## config.mk

```make
export PLATFORM = sky130hd
export DESIGN_NAME = fpu_addsub_arbiter
export DESIGN_NICKNAME = d
export VERILOG_FILES = /design/src/rtl/fpu_lib.sv /design/src/rtl/fpu_addsub16.sv /design/src/rtl/fpu_addsub_arbiter_picker.sv /design/src/rtl/fpu_addsub_arbiter.sv
export SDC_FILE = /design/constraint.sdc
export NUM_CORES = 1
export LEC_CHECK = 0
export CORE_ASPECT_RATIO = 1.2
export CORE_MARGIN = 8
export CORE_UTILIZATION = 55
export CTS_CLUSTER_DIAMETER = 150
export DETAILED_ROUTE_END_ITERATION = 8
export PLACE_DENSITY = 0.82
export SETUP_SLACK_MARGIN = 0.3
export SLEW_MARGIN = 10
export SYNTH_ARGS = -nofsm -noshare
export SYNTH_HDL_FRONTEND = slang
export SYNTH_SLANG_ARGS = --single-unit
```

## constraint.sdc

```tcl
create_clock -name clock -period 25.3 [get_ports clock]
set_input_delay 3.795 -clock clock [delete_from_list [all_inputs] [get_ports clock]]
set_output_delay 3.795 -clock clock [all_outputs]
set_load 0.005 [all_outputs]
```

## src/rtl/fpu_lib.sv

```systemverilog
// rtl/fpu_lib.sv - shared FPU types and constants for the add/sub arbiter slice
package fpu_lib;

    localparam int FPU_ARB_MAX_NREQ = 8;

    typedef logic [15:0] fp16_t;

    typedef struct packed {
        logic z;
        logic c;
        logic n;
        logic v;
    } condCode_t;

    typedef struct packed {
        logic invalid;
        logic overflow;
        logic underflow;
        logic inexact;
    } opStatusFlag_t;

    typedef logic [$clog2(FPU_ARB_MAX_NREQ)-1:0] arbReqId_t;

    localparam fp16_t FP16_QNAN = 16'h7E00;

endpackage

```

## src/rtl/fpu_addsub16.sv

```systemverilog
// rtl/fpu_addsub16.sv - combinational fp16 add/sub, truncating, subnormals flushed to zero
module fpuAddSub16
    import fpu_lib::*;
(
    input  fp16_t         in1,
    input  fp16_t         in2,
    input  logic          sub,
    output fp16_t         result,
    output condCode_t     condCodes,
    output opStatusFlag_t status
);

    logic              sA, sB, sL, sS, effSub, sticky, finite;
    logic [4:0]        eA, eB, eL, eS, d, p;
    logic [10:0]       mA, mB, mL, mS;
    logic [14:0]       magA, magB;
    logic              nanA, nanB, infA, infB;
    logic [21:0]       frameS, alignS, normFrac;
    logic [22:0]       sum;
    logic signed [6:0] eR;

    always_comb begin
        sA   = in1[15];
        sB   = in2[15] ^ sub;
        eA   = in1[14:10];
        eB   = in2[14:10];
        mA   = (eA == 5'd0) ? 11'd0 : {1'b1, in1[9:0]};
        mB   = (eB == 5'd0) ? 11'd0 : {1'b1, in2[9:0]};
        magA = (eA == 5'd0) ? 15'd0 : in1[14:0];
        magB = (eB == 5'd0) ? 15'd0 : in2[14:0];
        nanA = (eA == 5'h1f) && (in1[9:0] != 10'd0);
        nanB = (eB == 5'h1f) && (in2[9:0] != 10'd0);
        infA = (eA == 5'h1f) && (in1[9:0] == 10'd0);
        infB = (eB == 5'h1f) && (in2[9:0] == 10'd0);
        finite = !(nanA || nanB || infA || infB);

        if (magB > magA) begin
            sL = sB; eL = eB; mL = mB; sS = sA; eS = eA; mS = mA;
        end else begin
            sL = sA; eL = eA; mL = mA; sS = sB; eS = eB; mS = mB;
        end
        effSub = sL ^ sS;

        // Bits shifted past the frame borrow one unit so truncation of a difference stays exact
        d      = eL - eS;
        frameS = {mS, 11'd0};
        alignS = frameS >> d;
        sticky = (alignS << d) != frameS;
        sum    = effSub ? ({1'b0, mL, 11'd0} - {1'b0, alignS} - 23'(sticky))
                        : ({1'b0, mL, 11'd0} + {1'b0, alignS});

        p = 5'd0;
        for (int i = 0; i < 23; i++) begin
            if (sum[i]) p = 5'(i);
        end
        normFrac = 22'(sum << (5'd22 - p));
        eR       = $signed({2'b00, eL}) + $signed({2'b00, p}) - 7'sd21;

        result = '0;
        status = '0;
        if (nanA || nanB || (infA && infB && effSub)) begin
            result         = FP16_QNAN;
            status.invalid = 1'b1;
        end else if (infA || infB) begin
            result = {sL, 5'h1f, 10'd0};
        end else if (sum == 23'd0) begin
            result = '0;
        end else if (eR >= 7'sd31) begin
            result           = {sL, 5'h1f, 10'd0};
            status.overflow  = 1'b1;
            status.inexact   = 1'b1;
        end else if (eR <= 7'sd0) begin
            result           = {sL, 15'd0};
            status.underflow = 1'b1;
            status.inexact   = 1'b1;
        end else begin
            result         = {sL, eR[4:0], normFrac[21:12]};
            status.inexact = sticky || (normFrac[11:0] != 12'd0);
        end

        condCodes.z = (result[14:0] == 15'd0);
        condCodes.c = finite && sum[22];
        condCodes.n = result[15];
        condCodes.v = status.overflow;
    end

endmodule

```

## src/rtl/fpu_addsub_arbiter_picker.sv

```systemverilog
// rtl/fpu_addsub_arbiter_picker.sv - rotate-priority one-hot picker starting at ptr
module fpuRRPicker #(
    parameter  int N  = 4,
    localparam int IW = $clog2(N)
) (
    input  logic [N-1:0]  valid,
    input  logic [IW-1:0] ptr,
    output logic [N-1:0]  grant,
    output logic [IW-1:0] index
);

    logic found;

    always_comb begin
        grant = '0;
        index = '0;
        found = 1'b0;
        for (int k = 0; k < N; k++) begin
            if (!found && valid[(int'(ptr) + k) % N]) begin
                found                     = 1'b1;
                grant[(int'(ptr) + k) % N] = 1'b1;
                index                     = IW'((int'(ptr) + k) % N);
            end
        end
    end

endmodule

```

## src/rtl/fpu_addsub_arbiter.sv

```systemverilog
// rtl/fpu_addsub_arbiter.sv - round-robin share of one fpuAddSub16 among NREQ requesters
// Optional FPU_ARB_STATS_EN adds saturating statBusy/statStall counters.
module fpu_addsub_arbiter
    import fpu_lib::*;
#(
    parameter  int NREQ = 4,
    localparam int IDW  = $clog2(NREQ)
) (
    input  logic                  clock,
    input  logic                  reset,
    input  logic [NREQ-1:0]       reqValid,
    output logic [NREQ-1:0]       reqReady,
    input  logic [NREQ-1:0]       reqSub,
    input  fp16_t [NREQ-1:0]      reqIn1,
    input  fp16_t [NREQ-1:0]      reqIn2,
    output logic                  outValid,
    input  logic                  outReady,
    output logic [IDW-1:0]        outId,
    output fp16_t                 outResult,
    output condCode_t             outCondCodes,
    output opStatusFlag_t         outStatus
`ifdef FPU_ARB_STATS_EN
    ,
    output logic [31:0]           statBusy,
    output logic [31:0]           statStall
`endif
);

    logic            slotFree, anyGrant, opSub;
    logic [NREQ-1:0] pickValid, grant;
    logic [IDW-1:0]  grantIdx, rrPtr;
    fp16_t           opA, opB, dpResult;
    condCode_t       dpCc;
    opStatusFlag_t   dpStatus;

    assign slotFree  = !outValid || outReady;
    assign pickValid = (slotFree && !reset) ? reqValid : '0;

    fpuRRPicker #(.N(NREQ)) uPick (
        .valid (pickValid),
        .ptr   (rrPtr),
        .grant (grant),
        .index (grantIdx)
    );

    assign reqReady = grant;
    assign anyGrant = |grant;
    assign opA      = reqIn1[grantIdx];
    assign opB      = reqIn2[grantIdx];
    assign opSub    = reqSub[grantIdx];

    fpuAddSub16 uDp (
        .in1       (opA),
        .in2       (opB),
        .sub       (opSub),
        .result    (dpResult),
        .condCodes (dpCc),
        .status    (dpStatus)
    );

    always_ff @(posedge clock or posedge reset) begin
        if (reset) begin
            outValid     <= 1'b0;
            outId        <= '0;
            outResult    <= '0;
            outCondCodes <= '0;
            outStatus    <= '0;
            rrPtr        <= '0;
        end else if (anyGrant) begin
            outValid     <= 1'b1;
            outId        <= grantIdx;
            outResult    <= dpResult;
            outCondCodes <= dpCc;
            outStatus    <= dpStatus;
            rrPtr        <= (grantIdx == IDW'(NREQ - 1)) ? '0 : grantIdx + 1'b1;
        end else if (outReady) begin
            outValid     <= 1'b0;
        end
    end

`ifdef FPU_ARB_STATS_EN
    always_ff @(posedge clock or posedge reset) begin
        if (reset) begin
            statBusy  <= '0;
            statStall <= '0;
        end else begin
            if (anyGrant && (statBusy != '1))
                statBusy <= statBusy + 32'd1;
            if (!anyGrant && (|reqValid) && (statStall != '1))
                statStall <= statStall + 32'd1;
        end
    end
`endif

endmodule

```

* Yosys cells after proc, flatten, opt, wreduce, memory -nomap -nowiden
Cells that the tools add are included.
Word-level totals: bits in registers 28, latch bits 0, RAM bits 0, bits in read-only memories 0, input bits 139, memories 0
Cells by class: add/subtract/negate cells 11, multipliers 0, div/mod/pow operators 0, $lt $le $gt $ge 12, equal/unequal tests 4, shift operators 3, muxes and demuxes 87, bitwise logic cells 8, reduce and logical (&&, ||, !) cells 42
Operators by type and width (number):
- $mux 16 | 5
- $bmux 16 s2 | 2
- $mux 15 | 4
- $mux 4 | 13
- $mux 5 | 9
- $mux 11 | 4
- $mux 1 | 26
- $add 22x22->23 | 1
- $logic_not 23->1 | 1
- $mux 23 | 1
- $shl 23x5->22 | 1
- $sub 22x22->23 | 1
- $sub 23x1->23 | 1
- $ne 22x22->1 | 1
- $shl 22x5->22 | 1
- $shr 22x5->22 | 1
- $mux 3 | 7
- $logic_not 10->1 | 2
- $reduce_bool 10->1 | 2
- $gt 15x15->1 | 1
- $logic_and 1x1->1 | 15
- $logic_not 15->1 | 1
- $mux 2 | 7
- $lt 3x4->1 const B | 3
- 25 further kinds | 57

* Longest topological paths before layout
Gate-level depths: netlist of run 1.
depth in word-level cells 59, depth in mapped cells 85, mapped depth without buffers 74

* Hierarchy
Synthesis of run 1 repeated with hierarchy kept, for this count alone.
Second synthesis, totals: cell total of the unflattened synthesis 1309, area, all modules 9949.5 µm²
Modules (own cells, without submodules):
- fpuAddSub16 | instances 1, cells each 1150, area an instance 7617.3 µm²
- fpu_addsub_arbiter | instances 1, cells each 111, area an instance 1928.1 µm²
- fpuRRPicker | instances 1, cells each 48, area an instance 404.1 µm²

* Worst setup path before layout of run 1
No wires, ideal clock.
kind input to register, start point input port reset, end point register outCondCodes[3] (netlist name), setup time 0.104 ns, data arrival time 18.303 ns, required time 25.196 ns, path slack 6.894 ns, cell stages on the path 74, path buffers 9, cell sequence inv_1 o311a_1 o211ai_4 inv_2 buf_6 clkbuf_1 buf_2 nand4_1 nand4_1 nand2_1 inv_1 ha_1 a2111oi_0 a21oi_1 o21ai_0 a22o_1 clkbuf_1 clkbuf_1 [38 not listed] fa_1 xnor2_1 a21oi_1 o21ai_0 xor2_1 nand2_1 nor2_1 nand3_1 nand2_1 nor2_1 nand3b_1 a31oi_1 and2_1 clkbuf_1 o21ai_0 o22ai_1 or4b_1 o41ai_2
Between the ends: cells in the longest elaborated chain, start to end 58, elaborated cells on any way between the ends 114
Ends and longest elaborated chain:
- start, declared | RTL line fpu_addsub_arbiter.sv:10 | input logic reset,
- $logic_not 1->1 (no source line) (*)
- $logic_and 1x1->1 (*) | RTL line fpu_addsub_arbiter.sv:37 | assign pickValid = (slotFree && !reset) ? reqValid : '0;
- $mux 4 (*) | RTL line fpu_addsub_arbiter.sv:37
- $bmux 1 s2 | RTL line fpu_addsub_arbiter_picker.sv:19 | if (!found && valid[(int'(ptr) + k) % N]) begin
- $mux 1 (implied by the code) | RTL line fpu_addsub_arbiter_picker.sv:19
- $mux 1 | RTL line fpu_addsub_arbiter_picker.sv:19
- $logic_not 1->1 | RTL line fpu_addsub_arbiter_picker.sv:19
- $logic_and 1x1->1 | RTL line fpu_addsub_arbiter_picker.sv:19
- [42 not listed]
- $sub 7x6->7 | RTL line fpu_addsub16.sv:57 | eR = $signed({2'b00, eL}) + $signed({2'b00, p}) - 7'sd21;
- $le 7x1->1 | RTL line fpu_addsub16.sv:72 | end else if (eR <= 7'sd0) begin
- $mux 15 | RTL line fpu_addsub16.sv:72
- $mux 15 | RTL line fpu_addsub16.sv:68 | end else if (eR >= 7'sd31) begin
- $mux 16 | RTL line fpu_addsub16.sv:66 | end else if (sum == 23'd0) begin
- $mux 16 | RTL line fpu_addsub16.sv:64 | end else if (infA || infB) begin
- $mux 16 | RTL line fpu_addsub16.sv:61 | if (nanA || nanB || (infA && infB && effSub)) begin
- $logic_not 15->1 | RTL line fpu_addsub16.sv:81 | condCodes.z = (result[14:0] == 15'd0);
- end signal, assigned | RTL line fpu_addsub_arbiter.sv:73 | outCondCodes <= dpCc;
- end, declared | RTL line fpu_addsub_arbiter.sv:20 | output condCode_t outCondCodes,
Every way passes the cells marked *; elsewhere a longest branch is shown, timed or not. The select of a mux whose other input is x is not followed. A chain may end at the register's enable or synchronous reset.

* Final worst setup path of run 1
Same ends and word-level chain as after synthesis.

==> flow_results.org, run 1 <==
** Outcome
- Outcome :: completed

** Hold path
- The path class of the tightest hold or removal check is register to register.

** Layout
- Area of the multi-input gates :: 9050 sq um
- Sequential cell area :: 676 sq um
- Layout area overhead :: 16.9%
- Non-Filler Cell Area, Final :: about 12000 sq um
- The final layout contains 1788 nets.
- The repair_antennas step left the layout with diodes totalling 0.
- Cells with a size suffix above 1 make up 7.06% of the layout.
- The filler cells instantiated in the layout total 1711.

** Synth
- Syn_area_per_cell :: about 7.0 sq um
- Sequential cells were found to cover 6.46% of the synthesized design area.
- After synthesis the netlist holds a flip-flop and latch count of 27.
- For this run, the number of Yosys warnings is 0.
- Basic-gate share of the synthesized area counting and, or, nand and nor cells :: 27.5%
- Count of distinct cell types in the synthesized netlist :: just over 100
- Main synth FF type :: dfrtp_1
- Post-Synth Adder-Cell Area :: under 10%
- Syn nets :: about 1700
- Xor/xnor cell area share of the yosys netlist :: 3.59%
- After synthesis, the largest family of logic cells by area is compound AO/OA/AOI/OAI gates.
- Synthesized-area fraction occupied by ao, oa, aoi and oai cells :: around 30%
- The synthesized netlist occupies a cell area of 10500 sq um.
- Of all flip-flops after synthesis, the portion carrying an async set or reset was 100%.
- In this run, synthesis inferred 0 flip-flops with an integrated enable.
- Measured against the total synthesized area, the mux share comes to 15.6%.
- In the synthesized netlist, the number of instances is 1487.

** Worst setup path
- The worst setup path is launched from a primary input.
- On the worst path, the slowest cell contributes a delay of 0.83 ns.
- Sort of element at the end of the critical path :: register
- Top fanout value on the critical path :: 41
- Most repeated library cell on the critical path :: o21ai_0
- Crit-path slowest cell :: clkinv_1
- Path type of the worst setup path :: primary input to register
- Worst Path Arrival :: 22.38 ns
- STA puts the critical path data required time at 25.46 ns.

** STA
- Relative slew margins :: 29.3%
- Fin crit period :: 22.22 ns
- Clock skew after layout :: 0.00303 ns
- Final Hold Vio Count :: 0
- After routing, the total negative slack on setup checks comes to 0 ns.
- Setup repair after global routing left no endpoint under its margin.
- Setup violations remaining at the end of the flow were counted as 0.
- Actual transition at the worst max-transition pin :: ~1.0 ns
- Achievable Freq :: 45.0 MHz
- Final Max Tran Viols :: 0
- Post-route clock period utilization :: 87.8%

** Detailed routing
- The first TritonRoute pass finished after 5 iterations.
- Remaining number of nets flagged by the antenna check after routing :: 0
- Detailed-route wire length :: ~38 mm
- The first routing iteration left approximately 1400 violations.
- Vias :: 12300
- Via-to-Cell Ratio :: approximately 6.7
- Residual DRC :: 0
- Wire length per cell after detailed routing :: 20.9 um

** CTS
- Quantity of hold-fixing buffers added after cts :: 0
- Post-cts gate resize count :: 0
- CTS placed an instance of clkbuf_16 at the clock tree root.
- At the later pin of the worst-skew pair, clock insertion delay measures 0.26 ns.
- Clock tree synthesis found a total of 27 sinks.
- After clock tree synthesis, the setup repair step added 0 buffers.
- Clock-pin slew was measured on the worst setup and hold paths at 0.06 ns.
- H-tree depth reported by CTS :: 1
- Buffer levels on the longest clock path :: 2
- CTS tree :: built
- In this run, CTS created clock tree buffers numbering 3.

** GRT
- Overall routing resource usage :: 31.1%
- The via count of the first global-routing pass is 11600.
- Largest net degree at the start of global routing :: between 70 and 80
- Global-route wire length before repair :: 61.2 mm
- After global routing the overflow that remains totals 0.
- The initial antenna violation count came to 0.

** Floorplanning
- Row generation in the floorplan step produced 55 rows.
- In this run the standard cell core region covers 18800 sq um.
- Die span in y :: 167 um
- Die outline width :: between 100 and 150 um
- The initial utilization of the core area, before any placement, comes to between 50 and 60%.
- 170 I/O pins were placed.
- Die area :: 23700 sq um

** Job
- Reported max-cap violation count :: 0

** Place
- Cell area reported after detailed placement :: approximately 12000 sq um
- PortBufs :: between 150 and 200
- Routability-driven placement finished with a final weighted congestion of 0.994.
- Summed over all nets, the half-perimeter wirelength after detailed placement is 30.4 mm.
## stage by stage
stage	util (%)	worst slack [ns]	hold WS [ns]	std cells
3_5_place_dp	64.7	3.19	0.469	1824
2_1_floorplan	-	6.89	0.473	1487
3_3_place_gp	64.7	3.69	0.461	1824
5_1_grt	65.1	1.36	0.513	1828
4_1_cts	65.1	3.44	0.484	1828
6_report	65.1	3.08	0.479	1828
## synth_stat cells (8+ instances only)
master	number	area (sq um)
a211oi_1	15	113
a21boi_0	8	60.1
a21o_1	16	120
a21oi_1	79	395
a31oi_1	11	68.8
and2_1	19	119
and3_1	19	119
buf_2	13	65.1
buf_4	8	60.1
clkbuf_1	70	263
dfrtp_1	27	676
ha_1	74	926
inv_1	69	259
inv_2	8	30.0
mux2_2	24	270
mux2i_1	87	871
mux4_2	18	405
nand2_1	183	687
nand2b_1	17	106
nand3_1	38	190
nand4_1	75	469
nor2_1	116	435
nor2b_1	15	93.8
nor3_1	39	195
nor4_1	12	75.1
o211ai_1	59	443
o21a_1	16	120
o21ai_0	89	445
o21bai_1	8	60.1
o22ai_1	15	93.8
o31a_1	9	78.8
o31ai_1	11	82.6
or3_1	13	81.3
or4_1	13	97.6
xnor2_1	19	166
xor2_1	17	149
## registers in the layout, summed over array words and instances (netlist names)
name and flops:
outValid 1, outCondCodes 2, outId 2, outStatus 4, rrPtr 2, outResult 16
## worst paths after layout
check,depth (start not counted),slack (ns),to,startpoint
max,68,3.08,outCondCodes[3],reset
min,2,0.48,outId[1],outId[1]
max reg2reg,69,6.14,outCondCodes[3],rrPtr[0]
min reg2reg,2,0.48,outId[1],outId[1]
max in group asynchronous,2,20.57,outResult[4],reset
min in group asynchronous,2,4.10,outValid,reset
## cells by family after synthesis
| logic type | after synthesis |
|---|---|
| AO/OA/AOI/OAI | 445 |
| adder cells (fa/ha/maj) | 78 |
| flip-flops | 27 |
| buffers and inverters | 183 |
| AND/OR/NAND/NOR | 580 |
| multiplexers | 135 |
| XOR/XNOR | 39 |
## layout make-up
cell class                      count  share of cell area [%]
Clock buffer                        3                   0.614
Tap cell                          256                    2.62
Timing Repair Buffer              184                    14.8
Sequential cell                    27                    5.53
Multi-Input combinational cell   1277                    74.0
Inverter                           80                    2.46
Clock inverter                      1                  0.0409
## routing by layer
layer | GRT usage [%] | wire length (um)
met1 | 38.2 | 15100
met2 | 53.9 | 18700
met3 | 3.12 | 2720
met4 | 13.4 | 1740
met5 | 0 | 0
## worst max-delay path: cells and delay by family
family / cells / cell delay [ns]
XOR/XNOR: 2 / 0.65
multiplexers: 5 / 1.76
adder cells (fa/ha/maj): 7 / 2.02
AO/OA/AOI/OAI: 29 / 7.15
AND/OR/NAND/NOR: 17 / 3.53
buffers and inverters: 8 / 3.44
## placed cells by master (no fill, tap or decap), types with 8 or more instances in the layout
master	count
a211oi_1	15
a21boi_0	8
a21o_1	16
a21oi_1	79
a31oi_1	11
and2_1	19
and3_1	19
buf_4	15
clkdlybuf4s50_1	169
dfrtp_1	27
ha_1	74
inv_1	69
inv_2	8
mux2_2	24
mux2i_1	86
mux4_2	18
nand2_1	183
nand2b_1	17
nand3_1	38
nand4_1	75
nor2_1	116
nor2b_1	15
nor3_1	39
nor4_1	10
o211ai_1	59
o21a_1	16
o21ai_0	89
o21bai_1	8
o22ai_1	15
o31a_1	9
o31ai_1	11
or3_1	13
or4_1	13
xnor2_1	18
xor2_1	16
Power of run 1 is left out: the tool's default activity adds up to more than one toggle a clock period on the data nets, which glitch-free logic cannot reach.
==> run 2, diff against run 1 <==
- CORE_MARGIN: 8 -> 4
- PLACE_DENSITY: 0.82 -> 0.79
==> run 2 against run 1 <==
Net effect:
- hold slack gained 0.0023 ns
- sequential share of layout area is essentially flat
- die area shrank 10%
==> flow_results.org, run 2 (synthesis results as in run 1) <==
** Worst setup path
- Path type of the worst setup path :: primary input to register
- Worst Path Arrival :: 22.71 ns
- Sort of element at the end of the critical path :: register
- Of all nets on the critical path, the largest fanout is 41.
- On the critical path the largest part of the delay comes from compound AO/OA/AOI/OAI gates.
- STA classifies the critical path startpoint as a primary input.
- Crit-path slowest cell :: clkinv_1
- For the worst setup path, the data required time is roughly 25 ns.
- For this run, the slowest stage of the critical path takes between 0.8 and 0.9 ns.
- Together, buffers and inverters on the worst path number 8.
- Most repeated library cell on the critical path :: o21ai_0

** Layout
- Summing all multi-input logic gate instances after layout gives 9050 sq um.
- Final antenna diode count :: 0
- Layout area overhead :: 16.9%
- Share of cells above drive strength 1 :: 7.00%
- The register with the most flip-flops in the layout has 16 of them.
- After the last flow step, the layout net total stands at ~1800.
- Sequential cell area :: 676 sq um
- Leaving out fill and tap cells, the most frequent cell in the layout is nand2_1.
- The library cells used most frequently in the layout, excluding fill and tap cells, are 183 x nand2_1, 169 x clkdlybuf4s50_1, 116 x nor2_1, 89 x o21ai_0, 86 x mux2i_1.
- Share of the core filled with cells :: 65.1%
- Fill cells in the final layout number 1744.
- Leading registers by flop count :: outResult (16), outStatus (4)
- The register with the most flip-flops in the final layout is outResult.

** GRT
- Global routing finished with a remaining overflow of 0.
- Global-route wire length before repair :: 60.7 mm
- Largest net degree at the start of global routing :: 71
- For met1 alone, demand over resource in global routing was 45.9%.
- In the global route stage, met2 resource usage came out at approximately three fifths.
- Initial antenna violation count :: 0
- Global routing used about a third of the available tracks.
- Via count of the first global-routing pass :: roughly 11000
- In this run the most used layer during global routing was met2.
- Met3 capacity usage during global routing :: 1.80%

** Place
- Final RePlAce weighted congestion :: 1.04
- Half-perimeter wire length of the detailed placement result :: just over 30 mm
- PortBufs :: 169

** CTS
- Clock latency at the later pin of the worst-skew pair :: 0.25 ns
- Clock slew at reported path FFs :: 0.06 ns
- Clk Tree Root Cell :: clkbuf_16
- TritonCTS sink count :: 27
- Post-CTS Setup Repair Bufs :: 0
- TritonCTS built the clock tree.
- Buffer levels on the longest clock path :: 2
- In this run the number of H-tree levels came out at 1.
- Once the clock tree was built, the resizer swapped 0 gates to a different size.
- TritonCTS buffer count :: 3
- Quantity of hold-fixing buffers added after cts :: 0

** STA
- Clock skew after layout :: between 0.0015 and 0.002 ns
- The clock period could shrink to 22.56 ns.
- Setup-violating endpoint count in the final report :: 0
- Final Hold Vio Count :: 0
- The worst path uses 89.2% of the clock period.
- Static timing analysis puts the maximum clock frequency at between 40 and 50 MHz.
- Adding up every negative setup slack in the final design gives 0 ns.
- The number of max-slew violations in the final report is 0.
- At the pin with the least slew margin, the transition time is 1.07 ns.
- In this run the tightest slew margin relative to its limit is 28.6%.
- Setup repair after global routing left no endpoint under its margin.

** Outcome
- Outcome :: completed

** Detailed routing
- Remaining number of nets flagged by the antenna check after routing :: 0
- Dividing the detail-routed wire length by the instance count gives 20.8 um.
- Starting DRT DRC Count :: about 1300
- Via-to-Cell Ratio :: 6.73
- TritonRoute pass-1 iters :: 6
- After detailed routing, the number of remaining DRC violations is 0.
- Vias :: ~12000
- Detailed-route wire length :: 38.1 mm

** Floorplanning
- During I/O placement, the number of pins put on the boundary was 170.
- The die covers 21300 sq um.
- Die span in y :: 159 um
- The die is between 100 and 150 um wide.
- In this run the standard cell core region covers about 19000 sq um.
- Initial cell density of the core :: 55.7%
- In this run the core area contains 55 standard-cell rows.

** Hold path
- The path class of the tightest hold or removal check is register to register.

** Job
- Reported max-cap violation count :: 0
-- run 2: changes by cell type in the layout (fill, tap and decap cells not counted), sizes merged --
cell / before / now
clkbuf: 3 / 4
clkinv: 4 / 3
-- run 2: cell type report --
cell class	instances	share of cell area [%]
clock buffer	4	0.645
inverter	80	2.46
multi-input combinational	1277	74.0
sequential	27	5.53
tap	256	2.62
timing repair buffer	184	14.8
-- run 2: worst reg2reg max path, delay by kind of cell, from the launching register on --
kind / cells / cell delay, ns
compound gates: 28 / 6.91
simple gates: 18 / 3.80
buf+inv: 7 / 2.58
fa+ha+maj: 8 / 2.50
mux: 6 / 2.18
flops: 1 / 0.75
xor+xnor: 2 / 0.65
-- run 2: path summary, 6_finish.rpt --
| kind | startpoint | endpoint | slack [ns] | cells past startpoint |
|---|---|---|---|---|
| min | outResult[6] | outResult[6] | 0.48 | 2 |
| max reg2reg | rrPtr[0] | outCondCodes[3] | 5.79 | 69 |
| min in group asynchronous | reset | outStatus[3] | 4.12 | 2 |
| max | reset | outCondCodes[3] | 2.74 | 68 |
| min reg2reg | outResult[6] | outResult[6] | 0.48 | 2 |
| max in group asynchronous | reset | outResult[9] | 20.54 | 2 |
-- run 2: per-stage QoR --
stage	instance area (sq um)	instances	hold slack [ns]	setup WS (ns)
after floorplan	10500	1487	0.473	6.89
after global placement	12100	1824	0.461	3.57
after detailed placement	12100	1824	0.470	3.07
after CTS	12200	1828	0.484	3.26
after global routing	12200	1828	0.503	1.26
final	12200	1828	0.481	2.74
-- run 2: routing by layer --
layer  vias to the layer above  wire (um)
li1                       5805          -
met1                      5874      15800
met2                       564      19000
met3                        64       2360
met4                         0        931
met5                         -          0
Power of run 2 is left out for the same reason.
==> run 3, diff against run 2 <==
- CAP_MARGIN: unset -> 20
==> run 3 against run 2 <==
Net effect:
- utilization grew 0.15 points
- fmax grew 0.83%
- design area grew 0.22%
- critical path type unchanged
- critical endpoint unchanged
- die area is the same
- via count shrank 0.16%
- clock-buffer cell count is the same
==> flow_results.org, run 3 (synthesis results as in run 1) <==
** Detailed routing
- Wire length per cell after detailed routing :: about 21 um
- The detailed router placed between 10000 and 15000 vias in this run.
- Detailed-route wire length :: 38.2 mm
- Via-to-Cell Ratio :: 6.72
- The detailed router finished its first iteration with 1263 violations.
- The pre-antenna-repair detailed-routing pass consisted of 6 iterations.
- Residual DRC :: 0
- The detail route stage leaves a number of antenna-violating nets equal to 0.

** STA
- For this run, the top clock speed supported by timing is 44.7 MHz.
- Setup-violating endpoint count in the final report :: 0
- Fin crit period :: 22.37 ns
- Unrepaired setup endpoints after global routing :: no
- For the final database, setup skew stands at 0.00124 ns.
- Relative slew margins :: 27.9%
- At the pin with the least slew margin, the transition time is 1.08 ns.
- Adding up every negative setup slack in the final design gives 0 ns.
- The worst path uses 88.4% of the clock period.
- Final Hold Vio Count :: 0
- Final Max Tran Viols :: 0

** Layout
- Most common cell after layout, fill and taps aside :: nand2_1
- Cells fill 65.2% of the core in the end.
- Final antenna diode count :: 0
- outResult holds more flip-flops than any other register.
- Post-route non-filler standard cell count :: 1829
- The register with the most flip-flops in the layout has 16 of them.
- The library cells used most frequently in the layout, excluding fill and tap cells, are 183 x nand2_1, 169 x clkdlybuf4s50_1, 116 x nor2_1, 89 x o21ai_0, 86 x mux2i_1.
- In the final layout, the registers with the most flip-flops are outResult (16), outStatus (4).
- Final-stage net count :: 1789
- The area growth from synthesis to layout is 17.1%.
- Layout filler cell count :: about 1700
- Share of cells above drive strength 1 :: approximately 7.1%

** Worst setup path
- The worst setup path is launched from a primary input.
- STA puts the critical path data arrival time at ~23 ns.
- Of all nets on the critical path, the largest fanout is 41.
- Among cell families on the critical path, the largest total delay comes from compound AO/OA/AOI/OAI gates.
- STA puts the critical path data required time at 25.46 ns.
- Across all register-to-register paths, the minimum setup slack is 5.87 ns.
- In this design, the critical path's most frequently occurring cell is o21ai_0.
- Path type of the worst setup path :: primary input to register
- On the worst path, the slowest cell contributes a delay of 0.84 ns.
- Counting both buffers and inverters, the worst setup path holds a total of 7.
- STA classifies the critical path endpoint as a register.
- Crit-path slowest cell :: clkinv_1

** GRT
- Largest net degree at the start of global routing :: 71
- GR Overflow Total :: 0
- The via count of the first global-routing pass is between 10000 and 15000.
- Global-route wire length before repair :: around 61 mm
- Overall routing resource usage :: around a third
- The initial antenna violation count was 0.

** Floorplanning
- Cell Rows :: 55
- The core region is 18800 sq um.
- The initial utilization of the core area, before any placement, comes to 55.7%.
- In this run the horizontal extent of the chip is 134 um.
- The die is 159 um tall.
- During I/O placement, the number of pins put on the boundary was 170.
- Die area :: 21300 sq um

** Place
- Summed over all nets, the half-perimeter wirelength after detailed placement is 30.3 mm.
- Once placement completed, the tool counted placed cells totaling 1824.
- The count of buffers added on input and output ports is 169.
- The congestion estimate from routability-driven global placement came to 1.04.

** CTS
- Post-cts gate resize count :: 0
- TritonCTS created 3 clock buffers.
- Clock slew at reported path FFs :: about 0.060 ns
- Clock tree synthesis selected as its root buffer the cell clkbuf_16.
- Clock latency at the later pin of the worst-skew pair :: between 0.2 and 0.3 ns
- H-tree depth reported by CTS :: 1
- Post-CTS Setup Repair Bufs :: 0
- Quantity of hold-fixing buffers added after cts :: 0
- The clock passes through at most 2 buffers.
- CTS tree :: built
- Clock tree synthesis found a total of 27 sinks.

** Job
- Max-cap violations in this run came to 0.

** Hold path
- Class of the tightest hold or removal check :: register to register

** Outcome
- Outcome :: completed
-- run 3: changes by cell type in the layout (fill, tap and decap cells not counted) --
cell    delta
buf_16     +1
-- run 3: stage by stage --
step	setup WS, ns	instance area (sq um)	hold slack (ns)
2_1_floorplan	6.89	10500	0.473
3_3_place_gp	3.57	12100	0.461
3_5_place_dp	3.07	12100	0.470
4_1_cts	3.26	12200	0.484
5_1_grt	1.57	12300	0.503
6_report	2.93	12300	0.479
-- run 3: path summary, 6_finish.rpt --
| check | start | endpoint | cells past startpoint |
|---|---|---|---|
| min reg2reg | outResult[6] | outResult[6] | 2 |
| min in group asynchronous | reset | outStatus[3] | 2 |
| max in group asynchronous | reset | outResult[4] | 3 |
| max | reqValid[2] | outCondCodes[3] | 68 |
| max reg2reg | rrPtr[0] | outCondCodes[3] | 69 |
| min | outResult[6] | outResult[6] | 2 |
-- run 3: cell type report --
cell class	instances	area [sq um]	area share (%)
Clock buffer	4	78.8	0.643
Multi-Input combinational cell	1277	9050	73.8
Sequential cell	27	676	5.51
Timing Repair Buffer	185	1830	14.9
Tap cell	256	320	2.61
Inverter	80	300	2.45
-- run 3: metal layers --
metal | track usage [%] | share of wire (%) | vias to the layer above
met5 | 0 | 0 | -
li1 | - | - | 5816
met4 | 8.33 | 2.7 | 0
met2 | 59.5 | 50 | 541
met3 | 1.80 | 6.3 | 87
met1 | 45.9 | 41 | 5843
-- run 3: worst min-delay path: stages, from the launching register on --
cell,delay [ns]
dfrtp_1,0.34
nand2_1,0.05
o21ai_0,0.06
Power of run 3 is left out for the same reason.
